===== src/rtl/pwm_pkg.sv =====
// pwm_pkg: shared constants and types for the PWM engine blocks
// Contents:
//   PWM_PRESC_WIDTH_DEF   default prescaler divide/counter width
//   PWM_PRESC_DIV_RST_DEF default divide value after reset
//   presc_div_t           divide value at the default width, shared with the channel blocks
package pwm_pkg;

    localparam int PWM_PRESC_WIDTH_DEF   = 8;
    localparam int PWM_PRESC_DIV_RST_DEF = 0;

    typedef logic [PWM_PRESC_WIDTH_DEF-1:0] presc_div_t;

endpackage


===== src/rtl/pwm_presc_shadow.sv =====
// pwm_presc_shadow: pending divide register with busy/ack handshake
// Ports:
//   clk, reset    system clock, async active-high reset
//   load, divIn   capture divIn as the pending value
//   apply         the core is at a point where a pending value may take effect
//   divPend       pending divide value
//   busy          a pending value is waiting
//   ack           one-cycle pulse after the pending value was taken
//   applied       combinational: the pending value is taken on this edge
module pwm_presc_shadow
    import pwm_pkg::*;
#(
    parameter int WIDTH = PWM_PRESC_WIDTH_DEF
) (
    input  logic             clk,
    input  logic             reset,
    input  logic             load,
    input  logic [WIDTH-1:0] divIn,
    input  logic             apply,
    output logic [WIDTH-1:0] divPend,
    output logic             busy,
    output logic             ack,
    output logic             applied
);

    assign applied = apply & busy;

    // A load on the application edge re-arms busy for the freshly captured value.
    always_ff @(posedge clk or posedge reset) begin
        if (reset) begin
            divPend <= '0;
            busy    <= 1'b0;
            ack     <= 1'b0;
        end else begin
            if (load) divPend <= divIn;
            busy <= load | (busy & ~apply);
            ack  <= applied;
        end
    end

endmodule


===== src/rtl/pwm_prescaler.sv =====
// pwm_prescaler: programmable clock prescaler producing a 50% divided clock and a wrap tick
// Ports:
//   clk, reset           system clock, async active-high reset
//   enable               1 = count, 0 = freeze counter and divided clock
//   div_in, div_load     requested divide value N and its capture strobe
//   div_busy, div_ack    pending value waiting / one-cycle pulse when it became active
//   clkPresc             divided clock, period 2*(N+1)
//   tick                 one-cycle strobe at each counter wrap, period N+1
//   sync_in              phase-alignment input, present only with PWM_PRESC_SYNC_EN defined
module pwm_prescaler
    import pwm_pkg::*;
#(
    parameter int WIDTH     = PWM_PRESC_WIDTH_DEF,
    parameter int DIV_RESET = PWM_PRESC_DIV_RST_DEF
) (
    input  logic             clk,
    input  logic             reset,
    input  logic             enable,
    input  logic [WIDTH-1:0] div_in,
    input  logic             div_load,
`ifdef PWM_PRESC_SYNC_EN
    input  logic             sync_in,
`endif
    output logic             div_busy,
    output logic             div_ack,
    output logic             clkPresc,
    output logic             tick
);

    localparam logic [WIDTH-1:0] DIV_RST = DIV_RESET[WIDTH-1:0];

    logic [WIDTH-1:0] cnt, cntNext, divActive, divPend;
    logic             wrap, syncEvt, apply, applied, clkNext, tickNext;

    assign wrap = cnt == divActive;

`ifdef PWM_PRESC_SYNC_EN
    logic syncQ;
    always_ff @(posedge clk or posedge reset) begin
        if (reset) syncQ <= 1'b0;
        else       syncQ <= sync_in;
    end
    assign syncEvt = sync_in & ~syncQ;
`else
    assign syncEvt = 1'b0;
`endif

    // New ratios land only at a period boundary, while frozen, or on a sync,
    // so the divided clock never shows a runt half-period.
    assign apply = syncEvt | ~enable | wrap;

    pwm_presc_shadow #(.WIDTH(WIDTH)) shadow (
        .clk    (clk),
        .reset  (reset),
        .load   (div_load),
        .divIn  (div_in),
        .apply  (apply),
        .divPend(divPend),
        .busy   (div_busy),
        .ack    (div_ack),
        .applied(applied)
    );

    always_comb begin
        cntNext  = cnt + 1'b1;
        clkNext  = clkPresc;
        tickNext = 1'b0;
        if (syncEvt) begin
            cntNext = '0;
            clkNext = 1'b0;
        end else if (!enable) begin
            cntNext = applied ? '0 : cnt;
        end else if (wrap) begin
            cntNext  = '0;
            clkNext  = ~clkPresc;
            tickNext = 1'b1;
        end
    end

    always_ff @(posedge clk or posedge reset) begin
        if (reset) begin
            cnt       <= '0;
            divActive <= DIV_RST;
            clkPresc  <= 1'b0;
            tick      <= 1'b0;
        end else begin
            cnt       <= cntNext;
            divActive <= applied ? divPend : divActive;
            clkPresc  <= clkNext;
            tick      <= tickNext;
        end
    end

endmodule


===== config.mk =====
export PLATFORM = sky130hd
export DESIGN_NAME = pwm_prescaler
export DESIGN_NICKNAME = d
export VERILOG_FILES = /design/src/rtl/pwm_pkg.sv /design/src/rtl/pwm_presc_shadow.sv /design/src/rtl/pwm_prescaler.sv
export SDC_FILE = /design/constraint.sdc
export NUM_CORES = 1
export LEC_CHECK = 0
export BUFFER_PORTS_ARGS = -buffer_cell sky130_fd_sc_hd__buf_2
export CORE_UTILIZATION = 34
export CTS_BUF_LIST = sky130_fd_sc_hd__clkbuf_4 sky130_fd_sc_hd__clkbuf_8 sky130_fd_sc_hd__clkbuf_16
export CTS_CLUSTER_DIAMETER = 60
export DETAILED_ROUTE_END_ITERATION = 6
export PLACE_DENSITY_LB_ADDON = 0.15
export SYNTH_ARGS = -nofsm -noshare
export SYNTH_HDL_FRONTEND = slang
export SYNTH_HIERARCHICAL = 1
export SYNTH_SLANG_ARGS = --single-unit

===== constraint.sdc =====
create_clock -name clk -period 5.3 [get_ports clk]
set_clock_uncertainty 0.15 [all_clocks]
set_input_delay 1.06 -clock clk [delete_from_list [all_inputs] [get_ports clk]]
set_output_delay 1.06 -clock clk [all_outputs]
set_load 0.02 [all_outputs]

; ---- Word level (Yosys, flattened, before mapping)
; Index checks and enable logic that the tools add are counted.
[op_classes]
addsub = 1
n_eq_ne = 1
n_mux = 5
bitwise = 7
reduce_logical = 2
[op_table]
columns = op, count
row1 = 8-bit 2-to-1 mux, 3
row2 = "8-bit by 1-bit adder with 8-bit output, second input constant", 1
row3 = 8-bit == test, 1
row4 = 1-bit inverter, 3
row5 = 1-bit AND, 2
row6 = 1-bit 2-to-1 mux, 2
row7 = 1-bit OR, 2
row8 = 2-bit AND reduction, 1
row9 = 2-bit nonzero test, 1
[totals]
ff_bits = 28
inputBits = 12
out_inout_bits = 4
elab_cells = 23

; ---- Longest topological paths before layout
; Gate-level depths: netlist of run 1.
[depth]
word_depth = 5
ltp_mapped = 10
depth_no_buf = 8

; ---- By module
; The synthesis of run 1 kept the hierarchy.
[by_module_without_submodules]
columns = module, instances, cells_each, area_each_um2, seq_area_each_um2
row1 = pwm_prescaler, 1, 79, 868.3, 450.4
row2 = pwm_presc_shadow, 1, 23, 404.1, 250.2

; ---- Worst setup path before layout of run 1
; No wires, ideal clock.
[synth_timing]
path_kind = input to register
startpoint = in enable
endpoint = reg cnt[6]
setup_ns = 0.126
arrival_time_ns = 2.132
t_required_ns = 5.024
path_slack_ns = 2.892
stages = 8
n_path_buf = 2
cell_sequence = o21ai_2 buf_6 and2_1 buf_2 nor2_1 nor2_1 mux2i_1 o21ai_0
[synth_via]
elab_chain_cells = 4
word_cells_on_any_way = 5
cone_classes = mux: 1 / bitwise: 3 / reduce/logical: 1
[synth_lines]
columns = element, line
row1 = "start, declared", pwm_prescaler.sv:18  ; input logic enable,
row2 = 1-bit inverter, pwm_prescaler.sv:50  ; assign apply = syncEvt | ~enable | wrap;
row3 = 1-bit OR, pwm_prescaler.sv:50
row4 = net apply, pwm_prescaler.sv:33  ; logic wrap, syncEvt, apply, applied, clkNext, tickNext;
row5 = 1-bit AND, pwm_presc_shadow.sv:26  ; assign applied = apply & busy;
row6 = net applied, pwm_prescaler.sv:33
row7 = 2-bit nonzero test (no line), -
row8 = "end signal, assigned", pwm_prescaler.sv:87  ; cnt <= cntNext;
row9 = "end, declared", pwm_prescaler.sv:32  ; logic [WIDTH-1:0] cnt, cntNext, divActive, divPend;
; The timed path passes the listed nets, and every way through them passes these cells.
; A chain may end at the register's enable or synchronous reset.

; ---- Worst setup path after layout of run 1
[layout_timing]
startpoint = reg cnt[3]
endpoint = reg cnt[5]
[layout_via]
elab_chain_cells = 4
word_cells_on_any_way = 7
cone_classes = add/sub: 1 / eq/ne: 1 / mux: 2 / bitwise: 2 / reduce/logical: 1
[layout_lines]
columns = element, line
row1 = 8-bit == test, pwm_prescaler.sv:35  ; assign wrap = cnt == divActive;
row2 = 1-bit OR, pwm_prescaler.sv:50
row3 = 1-bit AND, pwm_presc_shadow.sv:26
row4 = net applied, pwm_prescaler.sv:33
row5 = 2-bit nonzero test (no line), -
; The timed path passes the listed nets, and every way through them passes these cells.

==> metrics.txt, run 1 <==
status finished, final reports clean; CP max FO 13; Setup Buffers After CTS 0; Int Pwr roughly 0.00037 W; later-pin clock latency in the skew report approximately 260 ps; sequential area share after synthesis between 50% and 60%; Initial Util a little under two fifths; global placer's final weighted congestion around 0.76; final net count 132; DRC 0; vias in the first global route between 700 and 800; Rel. slew slack 55.50%; Netlist Area Pre-Place 0.001272 sq mm; Clk pin slew, worst setup/hold paths approximately 90 ps; chip width between 60 and 70 um; total gr overflow 0; area leader, netlist dfrtp_1; initial antenna violation count 0; min-delay worst type reg2reg; ys flop type dfrtp_1; clock power share about a quarter; Leak Pwr roughly 0.65 nW; Peak VDD IR around 0.12 mV; diode count 0; vias between 700 and 800; CTS tree done; Netlist cell types 25; Synth Warn # 6; clk sinks 28; # fillers between 300 and 400; H-tree depth 1; Max Fclk about 380 MHz; smallest setup slack after layout around 2700 ps; fin. max-slew vios 0; Mapped Cells roughly 100; Chip Height roughly 63 um; WL met2 approximately 860 um; clock buffer depth 2; Synth top cells by count 28 x dfrtp_1, 9 x nand2_1, 9 x xnor2_1; Global Route Usage Sum roughly an eighth; Post-synth EDFFs 0; Synth Net Count around 120; register area between 700 and 800 sq um; minimum clock period roughly 2600 ps; hold_ws 313.8 ps; placed cell count 160; DP HPWL about 1.5 mm; fin cells about 160; WL/cell 12.29 um; most common cell in the netlist dfrtp_1; RSZ-0062 raised after global routing false; CTS Root Cell clkbuf_8; Critical Path RT between 5000 and 6000 ps; Gate power share a little under a fifth; sw frac a little over a quarter; Multi-input gate area about 530 sq um; Sw Pwr approximately 0.00013 W; critical path startpoint category register; Setup crit end kind register; P&R area growth vs syn 12.59%; pin count of the biggest net entering global routing 19; ANT nets after route 0; I/O pin cnt 16; ratio of cells with drive above 1 in the final layout between 30% and 40%; final core occ 41.31%; PD cells 346.9 mW/mm^2; Final setup viols 0; sequential fraction of design power between 50 and 60%; WL final a little over 2 mm; max layer used met4; DIE AREA between 0.003 and 0.004 sq mm; ys async rst share 100.0%; met1 wire length slightly above 1 mm; CTS resizes 0; max_cap viols 0; pre-CTS setup slack 2521 ps; Post-CTS Hold Buffers 0; Worst EP arrival 2630 ps; dominant cells by area after synthesis dfrtp_1 55%, mux2_4 9.4%, mux2_2 7.1%; TritonRoute pass-1 iters 4; critical setup path kind reg2reg; #FFs+latches synth 28; Core Footprint around 0.0035 sq mm; Setup TNS 0 ps; Avg Cell Area, Syn between 10 and 15 sq um; area share of the leading cell type in the synthesized netlist 55.06%; vias per cell around 4.8; Fin. Hold Viols 0; slew at the pin closest to its max-slew limit between 600 and 700 ps; CTS buffer count 3; First DRT Iteration DRCs 37; met3 wire length 104 um; first-pass GRT wire length 3.594 mm; ratio of final minimum period to clock period between 40% and 50%; port buffer count 15; Row Count 21
## placed cells by master (no fill, tap or decap), types with 3 or more instances in the layout
cell,instances
nand2_1,9
nor3_1,3
dfrtp_1,28
mux2_4,8
clkbuf_8,4
xnor2_1,9
mux2_2,8
inv_1,5
nand3_1,3
buf_2,15
o21ai_0,5
nor2_1,5
## sequential cells by signal (all words and copies together), names as in the netlist
name and count:
cnt 8, divActive 8, shadow/divPend 8, clkPresc 1
shadow/busy 1, shadow/ack 1, tick 1
## power by group through the flow
stage | clock network, W | registers [W] | logic (W)
6_report | 0.000128 | 0.000276 | 0.0000934
5_1_grt | 0.000141 | 0.000282 | 0.000105
4_1_cts | 0.000132 | 0.000277 | 0.0000951
3_5_place_dp | 0 | 0.000282 | 0.0000949
3_3_place_gp | 0 | 0.000281 | 0.0000940
2_1_floorplan | 0 | 0.000280 | 0.0000717
## per-layer routing
layer  GRT usage, %  vias to the layer above
met5              0                        -
met4          4.261                        0
met3          2.717                        2
met2          18.41                       20
met1          16.13                      378
li1               -                      381
## through the flow
step | area, sq um | power [W]
after global routing | 1433 | 0.0005290
after CTS | 1433 | 0.0005048
final | 1433 | 0.0004970
after detailed placement | 1378 | 0.0003765
after global placement | 1378 | 0.0003754
after floorplan | 1272 | 0.0003516
## critical path, cell delays in order (launching register included)
cell     delay (ps)
dfrtp_1         460
xnor2_1         180
nand4_1         160
o21ai_2         450
and2_1          520
nor2_1          260
a211o_1         340
## kinds of logic after synthesis
family / share of synthesized area [%]
DFF: 55.06
and+or+nand+nor: 9.538
muxes: 17.31
AOI/OAI and AO/OA: 5.900
xor gates and xnor gates: 7.572
buffers and inverters: 3.638
adders and majority gates: 0.9831
## path summary, 6_finish.rpt
kind                       cells past startpoint  slack [ps]                  from                       endpoint
setup / recovery                               6        2680    cnt[3]$_DFFE_PP0P_             cnt[5]$_DFFE_PP0P_
hold / removal                                 1         310  clkPresc$_DFFE_PP0P_           clkPresc$_DFFE_PP0P_
setup reg to reg                               6        2680    cnt[3]$_DFFE_PP0P_             cnt[5]$_DFFE_PP0P_
hold reg to reg                                1         310  clkPresc$_DFFE_PP0P_           clkPresc$_DFFE_PP0P_
max in group asynchronous                      2        3840                 reset             cnt[3]$_DFFE_PP0P_
min in group asynchronous                      2         620                 reset  shadow/divPend[2]$_DFFE_PP0P_
## cell type report
type / instances / share of cell area, %
timing repair buffer: 15 / 5.240
sequential: 28 / 48.91
inverter: 5 / 1.310
clock buffer: 4 / 3.843
tap: 46 / 4.017
multi-input combinational: 66 / 36.68
No activity file was read; power rests on OpenSTA's default activity.
==> run 2, diff against run 1 <==
==> constraint.sdc (replaced) <==
create_clock -name clk -period 2.3 [get_ports clk]
set_clock_uncertainty 0.15 [all_clocks]
set_input_delay 0.46 -clock clk [delete_from_list [all_inputs] [get_ports clk]]
set_output_delay 0.46 -clock clk [all_outputs]
set_load 0.02 [all_outputs]
==> metrics.txt, run 2 (same netlist as run 1, synthesis figures left out) <==
status finished, final reports clean; fin area between 0.001 and 0.0015 sq mm; critical path startpoint category register; max_cap viols 0; I/O pin cnt 16; later-pin clock latency in the skew report 270 ps; commonest non-fill, non-tap cells in the layout 28 x dfrtp_1, 15 x buf_2, 9 x xnor2_1, 9 x nand2_1; TritonRoute pass-1 iters 4; CP max FO 10; Rel. slew slack a little over half; ratio of final minimum period to clock period 85.41%; total gr overflow 0; PD cells between 700 and 800 mW/mm^2; Row Count 21; WL final between 2 and 2.5 mm; RSZ-0062 raised after global routing false; Core Footprint about 0.0035 sq mm; Worst EP arrival between 1500 and 2000 ps; DRC 0; Setup crit end kind register; CTS buffer count 3; Worst R2R Setup Slack around 340 ps; CTS resizes 0; Clk pin slew, worst setup/hold paths about 90 ps; global placer's final weighted congestion 0.7790; vias per cell 4.709; Setup Buffers After CTS 0; Critical Path RT 2310 ps; Post-CTS Hold Buffers 0; placed cell areas about 0.0014 sq mm; ANT nets after route 0; final net count about 130; Reg2Reg Depth 6; Global Route Usage Sum 11.98%; H-tree depth 1; Max Fclk 509.1 MHz; DIE AREA between 0.003 and 0.004 sq mm; first-pass GRT wire length ~3.7 mm; pin count of the biggest net entering global routing 19; P&R area growth vs syn 12.68%; # fillers 353; Fin. Hold Viols 0; critical setup path kind reg2reg; Chip Height approximately 63 um; CTS Root Cell clkbuf_8; Setup TNS 0 ps; clk sinks 28; chip width 63.18 um; First DRT Iteration DRCs 21; WL/cell 12.98 um; DP HPWL between 1.5 and 2 mm; fin. max-slew vios 0; vias between 700 and 800; Initial Util a little under two fifths; ratio of cells with drive above 1 in the final layout roughly a third; final core occ 41.34%; Top Registers cnt: 8 flops, divActive: 8 flops, shadow/divPend: 8 flops; min-delay worst type in2async; Final setup viols 0; clock buffer depth 2; initial antenna violation count 0; CTS tree done; reg-to-reg critical path endpoint divActive[6]$_DFFE_PP0P_; minimum clock period 1964 ps; slew at the pin closest to its max-slew limit just over 700 ps; diode count 0; vias in the first global route roughly 770; Peak VDD IR 0.3689 mV; origin of the critical flop-to-flop path cnt[2]$_DFFE_PP0P_; commonest non-fill, non-tap cell in the layout dfrtp_1; port buffer count 15; Leak Pwr between 0.6 and 0.7 nW
run 2: changes by cell type in the layout (fill, tap and decap cells not counted), sizes merged:
cell / change
clkbuf: -1
buf: +2
run 2: final cells by class:
| cell class | count | area, sq um | share of cell area [%] |
|---|---|---|---|
| Sequential cell | 28 | 700.7 | 48.87 |
| Inverter | 5 | 18.77 | 1.309 |
| Clock buffer | 3 | 41.29 | 2.880 |
| Multi-Input combinational cell | 66 | 525.5 | 36.65 |
| Tap cell | 46 | 57.56 | 4.014 |
| Timing Repair Buffer | 17 | 90.09 | 6.283 |
run 2: worst max path at each step:
stage | cells past startpoint | endpoint | start | slack (ps)
after floorplan | 8 | cnt[4]$_DFFE_PP0P_ | cnt[0]$_DFFE_PP0P_ | 240
after global placement | 8 | cnt[6]$_DFFE_PP0P_ | cnt[0]$_DFFE_PP0P_ | 370
after detailed placement | 8 | cnt[6]$_DFFE_PP0P_ | cnt[0]$_DFFE_PP0P_ | 330
after CTS | 8 | cnt[6]$_DFFE_PP0P_ | cnt[0]$_DFFE_PP0P_ | 320
after global routing | 8 | cnt[6]$_DFFE_PP0P_ | cnt[0]$_DFFE_PP0P_ | 130
final | 6 | divActive[6]$_DFFE_PP0P_ | cnt[2]$_DFFE_PP0P_ | 340
run 2: layer usage:
metal	wire (um)	vias to the layer above	global-route usage (%)
met5	0	-	0
met4	21	0	4.261
met3	61	4	2.355
met2	907	13	17.47
met1	1151	378	17.53
li1	-	382	-
run 2: through the flow:
step / hold slack (ps) / instances / power [W] / worst slack (ps)
after floorplan: 150.2 / 102 / 0.0008102 / 238.3
after global placement: 299.6 / 162 / 0.0008731 / 369.1
after detailed placement: 305.9 / 162 / 0.0008773 / 326.4
after CTS: 21.84 / 165 / 0.001136 / 318.1
after global routing: 29.27 / 165 / 0.001193 / 126.6
final: 16.71 / 165 / 0.001119 / 335.7
run 2: worst max-delay path, stage by stage (launching register included):
cell	delay [ps]
dfrtp_1	450
xnor2_1	210
nand4_1	170
o21ai_2	180
and2_1	160
buf_4	190
mux2_2	350
run 2: where the power goes:
group	internal, W	total, W	switching, W
Combinational	0.000124	0.000223	0.0000991
Sequential	0.000568	0.000640	0.0000716
Clock	0.000117	0.000256	0.000138
